### config.mk
export PLATFORM = sky130hd
export DESIGN_NAME = dfio_delay_fifo
export DESIGN_NICKNAME = d
export VERILOG_FILES = /design/src/rtl/dfio_pkg.sv /design/src/rtl/dfio_wrap_ctr.sv /design/src/rtl/dfio_delay_fifo.sv
export SDC_FILE = /design/constraint.sdc
export NUM_CORES = 1
export LEC_CHECK = 0
export CAP_MARGIN = 20
export CELL_PAD_IN_SITES_DETAIL_PLACEMENT = 1
export CELL_PAD_IN_SITES_GLOBAL_PLACEMENT = 2
export CORE_MARGIN = 3
export CORE_UTILIZATION = 47
export DETAILED_ROUTE_END_ITERATION = 8
export GPL_ROUTABILITY_DRIVEN = 0
export GPL_TIMING_DRIVEN = 0
export PLACE_DENSITY = 0.9
export SKIP_LAST_GASP = 1
export SYNTH_ARGS = -nofsm -noshare
export SYNTH_HDL_FRONTEND = slang
export SYNTH_HIERARCHICAL = 1
export SYNTH_SLANG_ARGS = --single-unit
### constraint.sdc
create_clock -name clk -period 3 [get_ports clk]
set_input_delay 0.6 -clock clk [delete_from_list [all_inputs] [get_ports clk]]
set_output_delay 0.6 -clock clk [all_outputs]
set_load 0.02 [all_outputs]
### src/rtl/dfio_pkg.sv
// Shared defaults, word type and pointer sizing helper for the dfio delay FIFO.
package dfio_pkg;

    localparam int DFIO_WIDTH_DEF = 32;
    localparam int DFIO_DEPTH_DEF = 8;

    typedef logic [DFIO_WIDTH_DEF-1:0] dfio_word_t;

    // Pointer needs at least one bit even when DEPTH is 1 or 2.
    function automatic int ptr_bits(input int depth);
        return (depth <= 2) ? 1 : $clog2(depth);
    endfunction

endpackage

### src/rtl/dfio_wrap_ctr.sv
// Modulo-MODULUS up-counter with async active-low clear and increment enable.
module dfio_wrap_ctr
    import dfio_pkg::*;
#(
    parameter int MODULUS = DFIO_DEPTH_DEF,
    parameter int W       = ptr_bits(MODULUS)
) (
    input  logic         clk,
    input  logic         rst_n,
    input  logic         inc,
    output logic [W-1:0] count
);

    // Explicit compare-and-wrap so non-power-of-two moduli are exact.
    always_ff @(posedge clk or negedge rst_n) begin
        if (!rst_n) begin
            count <= '0;
        end else if (inc) begin
            if (count == W'(MODULUS - 1)) begin
                count <= '0;
            end else begin
                count <= count + 1'b1;
            end
        end
    end

endmodule

### src/rtl/dfio_delay_fifo.sv
// Enable-gated fixed-depth delay line: each enabled beat returns the word
// pushed DEPTH enabled beats earlier.
module dfio_delay_fifo
    import dfio_pkg::*;
#(
    parameter int WIDTH = DFIO_WIDTH_DEF,
    parameter int DEPTH = DFIO_DEPTH_DEF
) (
    input  logic             clk,
    input  logic             rst_n,
    input  logic             enable,
    input  logic [WIDTH-1:0] din,
    output logic [WIDTH-1:0] dout
);

    localparam int PW = ptr_bits(DEPTH);

    logic [WIDTH-1:0] mem [DEPTH];
    logic [PW-1:0]    ptr;

    dfio_wrap_ctr #(
        .MODULUS (DEPTH),
        .W       (PW)
    ) u_ptr (
        .clk   (clk),
        .rst_n (rst_n),
        .inc   (enable),
        .count (ptr)
    );

    // Read old entry and overwrite it on the same edge; no bypass path,
    // so DEPTH=1 still yields the previous beat's word.
    always_ff @(posedge clk or negedge rst_n) begin
        if (!rst_n) begin
            dout <= '0;
            for (int i = 0; i < DEPTH; i++) begin
                mem[i] <= '0;
            end
        end else if (enable) begin
            dout     <= mem[ptr];
            mem[ptr] <= din;
        end
    end

endmodule

==> impl_metrics.ini <==
[outcome]
status = finished clean

[logic_synthesis]
yosys_warnings = 6
ys_ff_latch = 291
synth_top_area_frac = 0.5555
synthFlopType = dfrtp_1
syn-num-nets = 968
synth_area_leaders = dfrtp_1 56%, mux2_2 27%, mux2i_1 2.6%, o22a_1 2.0%, a22oi_1 1.8%
synth_edf_count = 0
synth_area_um2 = 13110
ys_async_sr_fraction = 1.000
synth_seq_area_share = 0.5555
syn_area_per_cell_um2 = 14.08
synth_area_leader_cell = dfrtp_1
syn_inst = 931
ys_types = 32

[finish]
num_antenna_cells = 0
area_delta_synth_final_pct = 16.34
layout_commonest_cell = mux2_2
nets = 1069
final_cell_mix = 310 x mux2_2, 291 x dfrtp_1, 65 x clkdlybuf4s50_1
layout-drive-gt1-share = 0.3994

[clock_network]
cts_made_buffers = 31
cts.path.max_buffers = 3
post_cts.repair.setup_buffers = 0
path_clk_slew_ns = 0.06
ctsHtreeMaxLevel = 1
worst_skew_pair.late_latency_ns = 0.56
cts_tree = done
post_cts_resized = 0
cts.sinks = 291
cts_hold_buffers = 0
root_buffer = clkbuf_16

[setup_path]
arrival_ns = 2.94
crit_family = buffers and inverters
critPathSlowestCell = clkbuf_1
critPathLaunchType = input port
cp_num_buf_inv = 4
critPathCaptureType = flip-flop
crit_path_start = enable
worstPathRequired_ns = 3.44
r2r-start = u_ptr/count[2]
worst-setup-path-type = in -> reg
path_cells = clkdlybuf4s50_1 > buf_2 > clkbuf_1 > clkbuf_1 > o21ai_0 > o22a_1
crit_top_cell = clkbuf_1
cp_max_fo = 10
critPathMaxStageDelay_ns = 0.58

[die]
core_area_um2 = 27180
num_rows = 60
start_util = 0.4824
dieHeight_um = 173.0
dieArea_um2 = 29930
ios = 67
fp.dieW_um = 173.0

[timing]
fmaxAchievable_ghz = 0.3991
rsz0062_at_grt = no
timing.final.crit_period_ns = 2.505
slew_headroom = 0.3934
skew_ns = 0.007977
slew_viol_final = 0
whs_ns = 0.05672
finalSetupViolCount = 0
finalCritPeriodShare = 0.8351
hold_violations = 0
worstMarginPinSlew_ns = 0.9099

[placement]
post-dp-hpwl_mm = 22.35
portBuffers = 66

[routing]
drtAntennaViolNets = 0
wl_mm = 35.48
drt_iter0_drc = 602
route.detailed.drc = 0
wl_per_cell_um = 24.88
first_pass_iters = 4
vias_per_cell = 5.893
via_count = 8404

[power_and_ir_drop]
p_leak_nw = 6.457
irDropWorstVdd_v = 0.0006096
finalPower_w = 0.01817
power_density_nw_per_um2 = 1191

[grt]
grt.overflow.total = 0
antenna_found_initial = 0
grt_pass1_wl_mm = 55.21
track_usage = 0.2351
grt_max_degree = 107
grt_pass1_vias = 9379

[run]
max-cap-violations = 0

[min_path]
hp-class = in -> async
-- state kept, by name, summed over array words and instances, names as in the netlist --
| name | flops |
|---|---|
| dout | 32 |
| mem | 256 |
| u_ptr/count | 3 |
-- worst paths after layout --
kind                       endpoint  slack (ns)  cells past startpoint
max                        dout[23]        0.49                      6
min                        mem[162]        0.06                      1
max reg2reg                dout[23]        0.78                      5
min reg2reg                dout[12]        0.50                      1
max in group asynchronous   mem[19]        1.97                      2
min in group clk           dout[12]        0.50                      1
-- where the power goes --
| group | switching (W) | internal, W | total [W] | leakage (nW) |
|---|---|---|---|---|
| combinational | 0.00367 | 0.00386 | 0.00753 | 2.49 |
| clock | 0.00156 | 0.00210 | 0.00366 | 0.476 |
| sequential | 0.00105 | 0.00593 | 0.00697 | 3.49 |
-- cell usage after synthesis, drive strengths merged (2+ instances only) --
| cell type | number |
|---|---|
| a211oi | 2 |
| nand2b | 2 |
| a22oi | 32 |
| o21ai | 33 |
| a21oi | 32 |
| o22a | 30 |
| nand2 | 2 |
| ha | 2 |
| nand4b | 2 |
| nor2 | 4 |
| mux2 | 320 |
| dfrtp | 291 |
| clkbuf | 15 |
| nor3 | 2 |
| o22ai | 30 |
| buf | 58 |
| nor3b | 32 |
| mux2i | 34 |
| o32a | 2 |
-- cells by family (layout without fill, tap and decap cells) --
kind of cell,Yosys count,after routing,synth area share
AND/OR/NAND/NOR,49,49,0.02959
buffers and inverters,74,197,0.03169
adder cells (fa/ha/maj),2,2,0.001909
flip-flops,291,291,0.5555
AO/OA/AOI/OAI,161,161,0.08018
multiplexers,354,354,0.3011
-- layout make-up --
class,count,area [um2]
buffer,73,411.6
multi-input combinational,566,5411
timing repair buffer,68,720.7
clock buffer,46,882.1
inverter,1,3.754
clock inverter,9,73.82
fill,2708,11930
tap,372,465.4
sequential,291,7282
-- metrics by stage --
stage	instances	utilization	setup TNS, ns	instance area [um2]	setup slack [ns]
6_report	1426	0.5612	0	15250	0.4946
5_1_grt	1426	0.5612	0	15250	0.3594
4_1_cts	1426	0.5612	0	15250	0.4626
3_5_place_dp	1371	0.5260	-0.4218	14300	-0.1326
3_3_place_gp	1369	0.5238	-3317.09	14230	-11.42
2_1_floorplan	931	-	0	13110	1.220
-- routing by layer --
metal / part of all wire / GRT usage / vias up / wire length (um)
met2: 0.48 / 0.3937 / 216 / 17110
li1: - / - / 3638 / -
met3: 0.051 / 0.03184 / 57 / 1819
met1: 0.44 / 0.3205 / 4493 / 15690
met4: 0.024 / 0.07230 / 0 / 861
met5: 0 / 0 / - / 0
Power figures use the tool's default switching activity.
